## src/rtl/vx_interrupt_controller_pkg.sv

```systemverilog
// Shared types and constants for the interrupt controller (IRQC) and its TTU interface.
package vx_interrupt_controller_pkg;

  typedef enum logic [2:0] {
    IRQC_IDLE        = 3'd0,
    IRQC_WAIT        = 3'd1,
    IRQC_PC_SWAP     = 3'd2,
    IRQC_WAIT_ISR    = 3'd3,
    IRQC_REVERT_WARP = 3'd4
  } irqc_state_t;

  localparam logic [1:0] IRQC_RESP_OK        = 2'd0;
  localparam logic [1:0] IRQC_RESP_NOT_FOUND = 2'd1;
  localparam logic [1:0] IRQC_RESP_TIMEOUT   = 2'd2;

  // Index width for n items, never narrower than one bit.
  function automatic int unsigned log2up(input int unsigned n);
    return (n > 1) ? $clog2(n) : 1;
  endfunction

endpackage

```

## src/rtl/vx_interrupt_controller_if.sv

```systemverilog
// IRQC <-> thread transfer unit (TTU) bus; the IRQC drives the master side.
interface vx_interrupt_controller_if
  import vx_interrupt_controller_pkg::*;
#(
  parameter int unsigned THREAD_CNT     = 4,
  parameter int unsigned WARP_CNT       = 4,
  parameter int unsigned XLEN           = 32,
  parameter int unsigned WARP_CNT_WIDTH = log2up(WARP_CNT),
  parameter int unsigned TID_WIDTH      = log2up(THREAD_CNT)
) ();

  irqc_state_t               state;
  logic [WARP_CNT_WIDTH-1:0] wid;
  logic [TID_WIDTH-1:0]      tid;
  logic [XLEN-1:0]           load_pc;
  logic [THREAD_CNT-1:0]     load_tmask;
  logic [WARP_CNT-1:0]       load_wmask;
  logic [XLEN-1:0]           rha;

  logic                      pipeline_drained;
  logic                      thread_found;
  logic [XLEN-1:0]           current_pc;
  logic [THREAD_CNT-1:0]     current_thread_mask;
  logic [WARP_CNT-1:0]       current_active_warps;
  logic                      isr_done;

  modport master (
    output state, wid, tid, load_pc, load_tmask, load_wmask, rha,
    input  pipeline_drained, thread_found, current_pc, current_thread_mask,
           current_active_warps, isr_done
  );

  modport slave (
    input  state, wid, tid, load_pc, load_tmask, load_wmask, rha,
    output pipeline_drained, thread_found, current_pc, current_thread_mask,
           current_active_warps, isr_done
  );

endinterface

```

## src/rtl/vx_irqc_resp_buf.sv

```systemverilog
// One-entry valid/ready register slice holding the IRQC completion response.
module vx_irqc_resp_buf #(
  parameter int unsigned WID_W = 2,
  parameter int unsigned TID_W = 2,
  parameter int unsigned XLEN  = 32
) (
  input  logic             clk,
  input  logic             reset,
  input  logic             push_i,
  input  logic [1:0]       push_status_i,
  input  logic [WID_W-1:0] push_wid_i,
  input  logic [TID_W-1:0] push_tid_i,
  input  logic [XLEN-1:0]  push_pc_i,
  input  logic             ready_i,
  output logic             valid_o,
  output logic [1:0]       status_o,
  output logic [WID_W-1:0] wid_o,
  output logic [TID_W-1:0] tid_o,
  output logic [XLEN-1:0]  pc_o
);

  logic             valid_q, valid_d;
  logic [1:0]       status_q, status_d;
  logic [WID_W-1:0] wid_q, wid_d;
  logic [TID_W-1:0] tid_q, tid_d;
  logic [XLEN-1:0]  pc_q, pc_d;

  // The FSM only pushes while the slice is empty, so push never collides with a held entry.
  always_comb begin
    valid_d  = valid_q;
    status_d = status_q;
    wid_d    = wid_q;
    tid_d    = tid_q;
    pc_d     = pc_q;
    if (push_i) begin
      valid_d  = 1'b1;
      status_d = push_status_i;
      wid_d    = push_wid_i;
      tid_d    = push_tid_i;
      pc_d     = push_pc_i;
    end else if (valid_q && ready_i) begin
      valid_d  = 1'b0;
      status_d = '0;
      wid_d    = '0;
      tid_d    = '0;
      pc_d     = '0;
    end
  end

  always_ff @(posedge clk) begin
    if (reset) begin
      valid_q  <= 1'b0;
      status_q <= '0;
      wid_q    <= '0;
      tid_q    <= '0;
      pc_q     <= '0;
    end else begin
      valid_q  <= valid_d;
      status_q <= status_d;
      wid_q    <= wid_d;
      tid_q    <= tid_d;
      pc_q     <= pc_d;
    end
  end

  assign valid_o  = valid_q;
  assign status_o = status_q;
  assign wid_o    = wid_q;
  assign tid_o    = tid_q;
  assign pc_o     = pc_q;

endmodule

```

## src/rtl/vx_interrupt_controller.sv

```systemverilog
// Interrupt controller: pulls one thread out of a warp via the TTU, runs the ISR on it,
// restores the warp and reports the thread's resume PC to the scalar core.
module vx_interrupt_controller
  import vx_interrupt_controller_pkg::*;
#(
  parameter int unsigned THREAD_CNT     = 4,
  parameter int unsigned WARP_CNT       = 4,
  parameter int unsigned XLEN           = 32,
  parameter int unsigned WAIT_TIMEOUT   = 1024,
  parameter int unsigned WARP_CNT_WIDTH = log2up(WARP_CNT),
  parameter int unsigned TID_WIDTH      = log2up(THREAD_CNT)
) (
  input  logic                      clk,
  input  logic                      reset,
  input  logic                      irq_valid_i,
  output logic                      irq_ready_o,
  input  logic [WARP_CNT_WIDTH-1:0] irq_wid_i,
  input  logic [TID_WIDTH-1:0]      irq_tid_i,
  input  logic [XLEN-1:0]           irq_isr_pc_i,
  input  logic [XLEN-1:0]           irq_rha_i,
  output logic                      resp_valid_o,
  input  logic                      resp_ready_i,
  output logic [1:0]                resp_status_o,
  output logic [WARP_CNT_WIDTH-1:0] resp_wid_o,
  output logic [TID_WIDTH-1:0]      resp_tid_o,
  output logic [XLEN-1:0]           resp_pc_o,
  output logic [31:0]               perf_irq_served_o,
  vx_interrupt_controller_if.master ttu_if
);

  localparam int unsigned CntW = (WAIT_TIMEOUT > 0) ? $clog2(WAIT_TIMEOUT + 1) : 1;
  localparam logic [CntW-1:0] CntMax = CntW'((WAIT_TIMEOUT > 0) ? WAIT_TIMEOUT - 1 : 0);

  irqc_state_t               state_q, state_d;
  logic [WARP_CNT_WIDTH-1:0] wid_q, wid_d;
  logic [TID_WIDTH-1:0]      tid_q, tid_d;
  logic [XLEN-1:0]           isr_pc_q, isr_pc_d;
  logic [XLEN-1:0]           rha_q, rha_d;
  logic [CntW-1:0]           cnt_q, cnt_d;
  logic [XLEN-1:0]           cap_pc_q, cap_pc_d;
  logic [THREAD_CNT-1:0]     cap_tmask_q, cap_tmask_d;
  logic [WARP_CNT-1:0]       cap_wmask_q, cap_wmask_d;
  logic [31:0]               perf_q, perf_d;

  logic                      push;
  logic [1:0]                push_status;
  logic [XLEN-1:0]           push_pc;

  assign irq_ready_o = (state_q == IRQC_IDLE) && !resp_valid_o;

  always_comb begin
    state_d     = state_q;
    wid_d       = wid_q;
    tid_d       = tid_q;
    isr_pc_d    = isr_pc_q;
    rha_d       = rha_q;
    cnt_d       = cnt_q;
    cap_pc_d    = cap_pc_q;
    cap_tmask_d = cap_tmask_q;
    cap_wmask_d = cap_wmask_q;
    perf_d      = perf_q;
    push        = 1'b0;
    push_status = IRQC_RESP_OK;
    push_pc     = '0;
    unique case (state_q)
      IRQC_IDLE: begin
        if (irq_valid_i && irq_ready_o) begin
          wid_d    = irq_wid_i;
          tid_d    = irq_tid_i;
          isr_pc_d = irq_isr_pc_i;
          rha_d    = irq_rha_i;
          cnt_d    = '0;
          if ((32'(irq_wid_i) >= WARP_CNT) || (32'(irq_tid_i) >= THREAD_CNT)) begin
            push        = 1'b1;
            push_status = IRQC_RESP_NOT_FOUND;
          end else begin
            state_d = IRQC_WAIT;
          end
        end
      end
      IRQC_WAIT: begin
        // A drained+found result outranks a timeout landing in the same cycle.
        if (ttu_if.pipeline_drained && ttu_if.thread_found) begin
          cap_pc_d    = ttu_if.current_pc;
          cap_tmask_d = ttu_if.current_thread_mask;
          cap_wmask_d = ttu_if.current_active_warps;
          state_d     = IRQC_PC_SWAP;
        end else if (ttu_if.pipeline_drained) begin
          push        = 1'b1;
          push_status = IRQC_RESP_NOT_FOUND;
          state_d     = IRQC_IDLE;
        end else if ((WAIT_TIMEOUT != 0) && (cnt_q == CntMax)) begin
          push        = 1'b1;
          push_status = IRQC_RESP_TIMEOUT;
          state_d     = IRQC_IDLE;
        end else begin
          cnt_d = cnt_q + CntW'(1);
        end
      end
      IRQC_PC_SWAP: state_d = IRQC_WAIT_ISR;
      IRQC_WAIT_ISR: begin
        if (ttu_if.isr_done) state_d = IRQC_REVERT_WARP;
      end
      IRQC_REVERT_WARP: begin
        push        = 1'b1;
        push_status = IRQC_RESP_OK;
        push_pc     = cap_pc_q;
        if (perf_q != 32'hFFFF_FFFF) perf_d = perf_q + 32'd1;
        state_d     = IRQC_IDLE;
      end
      default: state_d = IRQC_IDLE;
    endcase
  end

  always_ff @(posedge clk) begin
    if (reset) begin
      state_q     <= IRQC_IDLE;
      wid_q       <= '0;
      tid_q       <= '0;
      isr_pc_q    <= '0;
      rha_q       <= '0;
      cnt_q       <= '0;
      cap_pc_q    <= '0;
      cap_tmask_q <= '0;
      cap_wmask_q <= '0;
      perf_q      <= '0;
    end else begin
      state_q     <= state_d;
      wid_q       <= wid_d;
      tid_q       <= tid_d;
      isr_pc_q    <= isr_pc_d;
      rha_q       <= rha_d;
      cnt_q       <= cnt_d;
      cap_pc_q    <= cap_pc_d;
      cap_tmask_q <= cap_tmask_d;
      cap_wmask_q <= cap_wmask_d;
      perf_q      <= perf_d;
    end
  end

  // load_pc keeps isr_pc through WAIT_ISR: the TTU matches the ISR-exit jump against it.
  always_comb begin
    ttu_if.state      = state_q;
    ttu_if.wid        = wid_q;
    ttu_if.tid        = tid_q;
    ttu_if.rha        = rha_q;
    ttu_if.load_pc    = '0;
    ttu_if.load_tmask = '0;
    ttu_if.load_wmask = '0;
    unique case (state_q)
      IRQC_PC_SWAP, IRQC_WAIT_ISR: ttu_if.load_pc = isr_pc_q;
      IRQC_REVERT_WARP: begin
        ttu_if.load_pc    = cap_pc_q;
        ttu_if.load_tmask = cap_tmask_q;
        ttu_if.load_wmask = cap_wmask_q;
      end
      default: ;
    endcase
  end

  assign perf_irq_served_o = perf_q;

  vx_irqc_resp_buf #(
    .WID_W (WARP_CNT_WIDTH),
    .TID_W (TID_WIDTH),
    .XLEN  (XLEN)
  ) u_resp_buf (
    .clk           (clk),
    .reset         (reset),
    .push_i        (push),
    .push_status_i (push_status),
    .push_wid_i    (wid_d),
    .push_tid_i    (tid_d),
    .push_pc_i     (push_pc),
    .ready_i       (resp_ready_i),
    .valid_o       (resp_valid_o),
    .status_o      (resp_status_o),
    .wid_o         (resp_wid_o),
    .tid_o         (resp_tid_o),
    .pc_o          (resp_pc_o)
  );

endmodule

```

## src/flat_wrapper.sv

```systemverilog
// flat-port wrapper written by rule: the top's interface ports become plain ports
module vx_interrupt_controller_flat import vx_interrupt_controller_pkg::*;
#(
  parameter int unsigned THREAD_CNT     = 4,
  parameter int unsigned WARP_CNT       = 4,
  parameter int unsigned XLEN           = 32,
  parameter int unsigned WAIT_TIMEOUT   = 1024,
  parameter int unsigned WARP_CNT_WIDTH = log2up(WARP_CNT),
  parameter int unsigned TID_WIDTH      = log2up(THREAD_CNT)
)
  (clk, reset, irq_valid_i, irq_ready_o, irq_wid_i, irq_tid_i, irq_isr_pc_i, irq_rha_i, resp_valid_o, resp_ready_i, resp_status_o, resp_wid_o, resp_tid_o, resp_pc_o, perf_irq_served_o, ttu_if_state, ttu_if_wid, ttu_if_tid, ttu_if_load_pc, ttu_if_load_tmask, ttu_if_load_wmask, ttu_if_rha, ttu_if_pipeline_drained, ttu_if_thread_found, ttu_if_current_pc, ttu_if_current_thread_mask, ttu_if_current_active_warps, ttu_if_isr_done);
  vx_interrupt_controller_if #(.THREAD_CNT(THREAD_CNT), .WARP_CNT(WARP_CNT), .XLEN(XLEN), .WARP_CNT_WIDTH(WARP_CNT_WIDTH), .TID_WIDTH(TID_WIDTH)) ttu_if_i ();
  input  logic clk;
  input  logic reset;
  input  logic irq_valid_i;
  output logic irq_ready_o;
  input  logic [WARP_CNT_WIDTH-1:0] irq_wid_i;
  input  logic [TID_WIDTH-1:0] irq_tid_i;
  input  logic [XLEN-1:0] irq_isr_pc_i;
  input  logic [XLEN-1:0] irq_rha_i;
  output logic resp_valid_o;
  input  logic resp_ready_i;
  output logic [1:0] resp_status_o;
  output logic [WARP_CNT_WIDTH-1:0] resp_wid_o;
  output logic [TID_WIDTH-1:0] resp_tid_o;
  output logic [XLEN-1:0] resp_pc_o;
  output logic [31:0] perf_irq_served_o;
  output wire logic [$bits(ttu_if_i.state)-1:0] ttu_if_state;
  output wire logic [$bits(ttu_if_i.wid)-1:0] ttu_if_wid;
  output wire logic [$bits(ttu_if_i.tid)-1:0] ttu_if_tid;
  output wire logic [$bits(ttu_if_i.load_pc)-1:0] ttu_if_load_pc;
  output wire logic [$bits(ttu_if_i.load_tmask)-1:0] ttu_if_load_tmask;
  output wire logic [$bits(ttu_if_i.load_wmask)-1:0] ttu_if_load_wmask;
  output wire logic [$bits(ttu_if_i.rha)-1:0] ttu_if_rha;
  input wire logic [$bits(ttu_if_i.pipeline_drained)-1:0] ttu_if_pipeline_drained;
  input wire logic [$bits(ttu_if_i.thread_found)-1:0] ttu_if_thread_found;
  input wire logic [$bits(ttu_if_i.current_pc)-1:0] ttu_if_current_pc;
  input wire logic [$bits(ttu_if_i.current_thread_mask)-1:0] ttu_if_current_thread_mask;
  input wire logic [$bits(ttu_if_i.current_active_warps)-1:0] ttu_if_current_active_warps;
  input wire logic [$bits(ttu_if_i.isr_done)-1:0] ttu_if_isr_done;
  assign ttu_if_state = ttu_if_i.state;
  assign ttu_if_wid = ttu_if_i.wid;
  assign ttu_if_tid = ttu_if_i.tid;
  assign ttu_if_load_pc = ttu_if_i.load_pc;
  assign ttu_if_load_tmask = ttu_if_i.load_tmask;
  assign ttu_if_load_wmask = ttu_if_i.load_wmask;
  assign ttu_if_rha = ttu_if_i.rha;
  assign ttu_if_i.pipeline_drained = ttu_if_pipeline_drained;
  assign ttu_if_i.thread_found = ttu_if_thread_found;
  assign ttu_if_i.current_pc = ttu_if_current_pc;
  assign ttu_if_i.current_thread_mask = ttu_if_current_thread_mask;
  assign ttu_if_i.current_active_warps = ttu_if_current_active_warps;
  assign ttu_if_i.isr_done = ttu_if_isr_done;
  vx_interrupt_controller #(.THREAD_CNT(THREAD_CNT), .WARP_CNT(WARP_CNT), .XLEN(XLEN), .WAIT_TIMEOUT(WAIT_TIMEOUT), .WARP_CNT_WIDTH(WARP_CNT_WIDTH), .TID_WIDTH(TID_WIDTH)) u_core (.clk(clk), .reset(reset), .irq_valid_i(irq_valid_i), .irq_ready_o(irq_ready_o), .irq_wid_i(irq_wid_i), .irq_tid_i(irq_tid_i), .irq_isr_pc_i(irq_isr_pc_i), .irq_rha_i(irq_rha_i), .resp_valid_o(resp_valid_o), .resp_ready_i(resp_ready_i), .resp_status_o(resp_status_o), .resp_wid_o(resp_wid_o), .resp_tid_o(resp_tid_o), .resp_pc_o(resp_pc_o), .perf_irq_served_o(perf_irq_served_o), .ttu_if(ttu_if_i));
endmodule
```

## config.mk

```make
export PLATFORM = sky130hd
export DESIGN_NAME = vx_interrupt_controller_flat
export DESIGN_NICKNAME = d
export VERILOG_FILES = /design/src/rtl/vx_interrupt_controller_pkg.sv /design/src/rtl/vx_interrupt_controller_if.sv /design/src/rtl/vx_irqc_resp_buf.sv /design/src/rtl/vx_interrupt_controller.sv /design/src/flat_wrapper.sv
export SDC_FILE = /design/constraint.sdc
export NUM_CORES = 1
export LEC_CHECK = 0
export ABC_AREA = 0
export BUFFER_PORTS_ARGS = -buffer_cell sky130_fd_sc_hd__buf_4
export CORE_AREA = 2 2 132 134
export DETAILED_ROUTE_END_ITERATION = 12
export DIE_AREA = 0 0 134 136
export HOLD_SLACK_MARGIN = 0.05
export PLACE_DENSITY = 0.8
export SLEW_MARGIN = 5
export SYNTH_ARGS = -nofsm -noshare
export SYNTH_HDL_FRONTEND = slang
export SYNTH_HIERARCHICAL = 1
export SYNTH_SLANG_ARGS = --single-unit
export TNS_END_PERCENT = 1
```

## constraint.sdc

```tcl
create_clock -name clk -period 2.49 [get_ports clk]
set_input_delay 0.249 -clock clk [delete_from_list [all_inputs] [get_ports clk]]
set_output_delay 0.249 -clock clk [all_outputs]
set_load 0.005 [all_outputs]
```

==> results.rst <==
.. list-table::
   :header-rows: 1

   * - Metric
     - Value
   * - Transition time at the pin with the least slew margin
     - 581.8 ps
   * - Final critical path time including I/O delays and setup
     - 2252 ps
   * - Die area
     - 0.01822 sq mm
   * - Switching power
     - 1577 uW
   * - DIE WIDTH
     - 134 um
   * - Proportion of synthesized flip-flops having asynchronous set or reset
     - 0%
   * - RR Startpoint
     - u_core/ttu_if.state[2]$_SDFFE_PP0P_
   * - Sw Ratio
     - 23.50%
   * - Hold path startpoint
     - irq_isr_pc_i[10]
   * - Number of vias in the routed layout
     - 8063
   * - Maximum resistive drop on vdd
     - 0.4954 mV
   * - Hpwl dp
     - 15740 um
   * - Worst-path clk slew
     - 70 ps
   * - Yosys warning total
     - 6
   * - Number of clock sinks
     - 193
   * - Max-slew headroom at the worst pin
     - 60.88%
   * - Highest-utilization routing layer at the global route stage
     - met2
   * - Mean instance size in the synthesized netlist
     - 8.033 sq um
   * - Routed wire length per instance
     - 15.70 um
   * - Ranking of synthesized cells by area
     - sky130_fd_sc_hd__dfxtp_1 47%, sky130_fd_sc_hd__nand2_1 13%, sky130_fd_sc_hd__a21oi_1 9.9%
   * - Wirelength, routed
     - 23620 um
   * - Worst Setup End Kind
     - register
   * - Run status
     - completed
   * - Worst min-delay path class
     - in -> reg
   * - Final period utilization
     - 90.45%
   * - Initial Util
     - 48.70%
   * - Net count of the mapped netlist
     - 1140
   * - Met3 global-route usage
     - 5.928%
   * - Via count of the first global-routing pass
     - 7180
   * - Leakage dissipation
     - 0.004661 uW
   * - Floorplan core area
     - 0.01688 sq mm
   * - Cell count of the worst reg-to-reg path
     - 5
   * - Critical Path RT
     - 2800 ps
   * - Share of total power in the clock network
     - 41.9%
   * - Initial antenna violation count
     - 0
   * - Worst-case register-to-register setup slack
     - 240 ps
   * - Die height
     - 136 um
   * - Total setup violations reported at the end of the flow
     - 0
   * - Pin count of the biggest net entering global routing
     - 76
   * - Critical path class
     - reg -> reg
   * - Largest area contributor in the synthesized netlist
     - sky130_fd_sc_hd__dfxtp_1
   * - Number of flops mapped to enable cells by yosys
     - 0
   * - Ratio of routed vias to standard cells
     - 5.357
   * - Share of cells above drive strength 1
     - 28.20%
   * - Main synth FF type
     - sky130_fd_sc_hd__dfxtp_1
   * - Number of core rows
     - 48
   * - Met1 Usage GRT
     - 31.10%
   * - Initial detailed-routing violation count
     - 473
   * - TritonCTS Buffers
     - 17
   * - Design internal power
     - 5132 uW
   * - RSZ-0062 raised after global routing
     - no
   * - Worst Hold Endpoint
     - u_core/isr_pc_q[10]$_SDFFE_PP0P_
   * - GR Overflow Total
     - 0
   * - Reg2Reg Capture Point
     - u_core/perf_irq_served_o[27]$_SDFFE_PP0P_
   * - Routability cong.
     - 0.8217
   * - Worst-case clock skew
     - 10.58 ps
   * - Clock root buffer master
     - sky130_fd_sc_hd__clkbuf_16
   * - Worst Slack Setup Final
     - 237.7 ps
   * - Startpoint type of the worst setup path
     - register
   * - Library cells used by synthesis
     - 53
   * - Final Hold Violating Endpoints
     - 0
   * - Met2 GRT Util
     - 41.28%
   * - Final antenna diode count
     - 0
   * - Biggest cell delay along the critical path
     - 510 ps
   * - Most frequent cell after synthesis
     - sky130_fd_sc_hd__nand2_1
   * - Portion of the post-synthesis area used by sequential elements
     - 47.02%
   * - Global-route wire length before repair
     - 36410 um
   * - DRC Markers
     - 0
   * - Number of pins exceeding their max-slew limit in the final report
     - 0
   * - Worst-skew pair later-pin latency
     - 430 ps
   * - Number of buffers inserted by post-CTS setup repair
     - 0
   * - Register share of total power
     - 48.2%
   * - # Max-Cap Violations
     - 0
   * - Clock Path Buffers
     - 2
   * - Maximum fanout encountered on the critical timing path
     - 12
   * - Post-synthesis sequential element count
     - 193
   * - List of cells traversed by the critical path
     - or3b_4 > nor4_4 > o211ai_1 > nor3_1 > mux2_1
   * - Syn-to-layout area delta
     - 35.20%
   * - Most used standard cells in the synthesized netlist
     - 275 x sky130_fd_sc_hd__nand2_1, 193 x sky130_fd_sc_hd__dfxtp_1, 163 x sky130_fd_sc_hd__a21oi_1
   * - Input/output buffers
     - 265
   * - Slowest cell on the critical path
     - sky130_fd_sc_hd__or3b_4
   * - Maximum level of the CTS H-tree
     - 4
   * - Antenna violation net count after detailed routing
     - 0
   * - Combinational group share of total power
     - 9.9%
   * - Nets
     - 1385
   * - All-layer global routing usage
     - 24.86%
   * - Cell area after technology mapping
     - 0.008218 sq mm
   * - Highest clock frequency the design can meet
     - 444.0 MHz
   * - Post-Synthesis Cells
     - 1023
   * - Router iterations before antenna repair
     - 5
   * - Total power divided by cell area
     - 603.8 mW/mm^2
   * - Fraction of synthesized cell area taken by the top area cell type
     - 47.02%
   * - Hold Path Cell Cnt
     - 3
   * - Clock tree from TritonCTS
     - done
   * - Worst Path Arrival
     - 2560 ps
   * - Sum of negative setup slack
     - 0 ps
   * - I/O pin cnt
     - 266
   * - Worst slack at placement
     - 216.5 ps
==> registers in the layout, summed over array words and instances (netlist names), 4 cells and up <==
name                      count
u_core/cap_pc_q              32
u_core/isr_pc_q              32
u_core/perf_irq_served_o     32
u_core/ttu_if.rha            32
u_core/u_resp_buf/pc_o       32
u_core/cnt_q                 11
u_core/cap_tmask_q            4
u_core/cap_wmask_q            4
==> cells in the final DEF, fill, tap and decap left out, types with 8 or more instances in the layout <==
| cell type | instances |
|---|---|
| sky130_fd_sc_hd__nand4_1 | 11 |
| sky130_fd_sc_hd__o21ai_0 | 21 |
| sky130_fd_sc_hd__a21oi_2 | 19 |
| sky130_fd_sc_hd__clkbuf_16 | 17 |
| sky130_fd_sc_hd__or3_1 | 18 |
| sky130_fd_sc_hd__nor2_1 | 18 |
| sky130_fd_sc_hd__or4_1 | 8 |
| sky130_fd_sc_hd__a21oi_1 | 163 |
| sky130_fd_sc_hd__o31ai_1 | 8 |
| sky130_fd_sc_hd__buf_4 | 283 |
| sky130_fd_sc_hd__dfxtp_1 | 193 |
| sky130_fd_sc_hd__nand3b_1 | 41 |
| sky130_fd_sc_hd__inv_1 | 8 |
| sky130_fd_sc_hd__nor3_1 | 11 |
| sky130_fd_sc_hd__nand2_1 | 275 |
| sky130_fd_sc_hd__and2_1 | 41 |
| sky130_fd_sc_hd__a21o_1 | 34 |
| sky130_fd_sc_hd__nand2_2 | 9 |
| sky130_fd_sc_hd__nand3_1 | 12 |
| sky130_fd_sc_hd__dlygate4sd3_1 | 13 |
==> worst max-delay path: cells and delay by family (launching register included) <==
kind / cells / cell delay, ps
flip-flops: 1 / 460
AND/OR/NAND/NOR: 3 / 1110
AO/OA/AOI/OAI: 1 / 220
multiplexers: 1 / 340
==> worst max-delay path by stage <==
stage               cells past startpoint                                     start  slack, ps                                         to
floorplan                               6       u_core/ttu_if.state[1]$_SDFFE_PP0P_        540  u_core/perf_irq_served_o[27]$_SDFFE_PP0P_
global placement                        6  u_core/perf_irq_served_o[0]$_SDFFE_PP0P_        330  u_core/perf_irq_served_o[26]$_SDFFE_PP0P_
detailed placement                      6  u_core/perf_irq_served_o[0]$_SDFFE_PP0P_        220  u_core/perf_irq_served_o[26]$_SDFFE_PP0P_
CTS                                     6  u_core/perf_irq_served_o[0]$_SDFFE_PP0P_        200  u_core/perf_irq_served_o[26]$_SDFFE_PP0P_
global route                            5  u_core/perf_irq_served_o[8]$_SDFFE_PP0P_         80  u_core/perf_irq_served_o[27]$_SDFFE_PP0P_
finish                                  5       u_core/ttu_if.state[2]$_SDFFE_PP0P_        240  u_core/perf_irq_served_o[27]$_SDFFE_PP0P_
==> power groups by stage <==
| stage | logic (uW) | clock network [uW] | registers, uW |
|---|---|---|---|
| 2_1_floorplan | 319 | 0 | 3300 |
| 3_3_place_gp | 636 | 0 | 3300 |
| 3_5_place_dp | 646 | 0 | 3310 |
| 4_1_cts | 664 | 2860 | 3240 |
| 5_1_grt | 728 | 2990 | 3250 |
| 6_report | 663 | 2810 | 3240 |
==> cells by family after synthesis <==
family,after synthesis,share of synthesized area [%]
AND/OR/NAND/NOR,476,28.23
buffers and inverters,82,4.644
AO/OA/AOI/OAI,264,19.11
multiplexers,2,0.2740
flip-flops,193,47.02
XOR/XNOR,4,0.4264
adder cells (fa/ha/maj),2,0.3045
==> timing repair <==
action,CTS,global route
gates resized for setup,0,1
endpoints found under the setup margin,0,1
hold endpoints to repair,13,0
hold buffers,13,0
==> routing by layer <==
metal	vias to the layer above	part of all wire (%)	wire length, um
met1	3754	42	9936
li1	3968	-	-
met4	0	3.0	702
met3	47	7.1	1676
met2	294	48	11310
met5	-	0	0
==> per-stage QoR <==
stage / utilization (%) / hold WS [ps] / instance area (sq um) / instances / power (uW)
2_1_floorplan: - / 385.0 / 8218 / 1023 / 3621
3_3_place_gp: 61.43 / 430.6 / 10370 / 1461 / 3938
3_5_place_dp: 61.43 / 439.4 / 10370 / 1461 / 3953
4_1_cts: 65.80 / 50.15 / 11100 / 1505 / 6765
5_1_grt: 65.84 / 52.79 / 11110 / 1505 / 6961
6_report: 65.84 / 63.77 / 11110 / 1505 / 6709
==> final cells by class <==
type,instances,area (sq um)
Fill cell,1403,5766
Multi-Input combinational cell,748,4001
Sequential cell,193,3864
Timing Repair Buffer,300,2326
Clock buffer,19,452.9
Tap cell,225,281.5
Clock inverter,12,155.1
Inverter,8,30.03
Note: power is estimated with default switching activity, not from simulation.
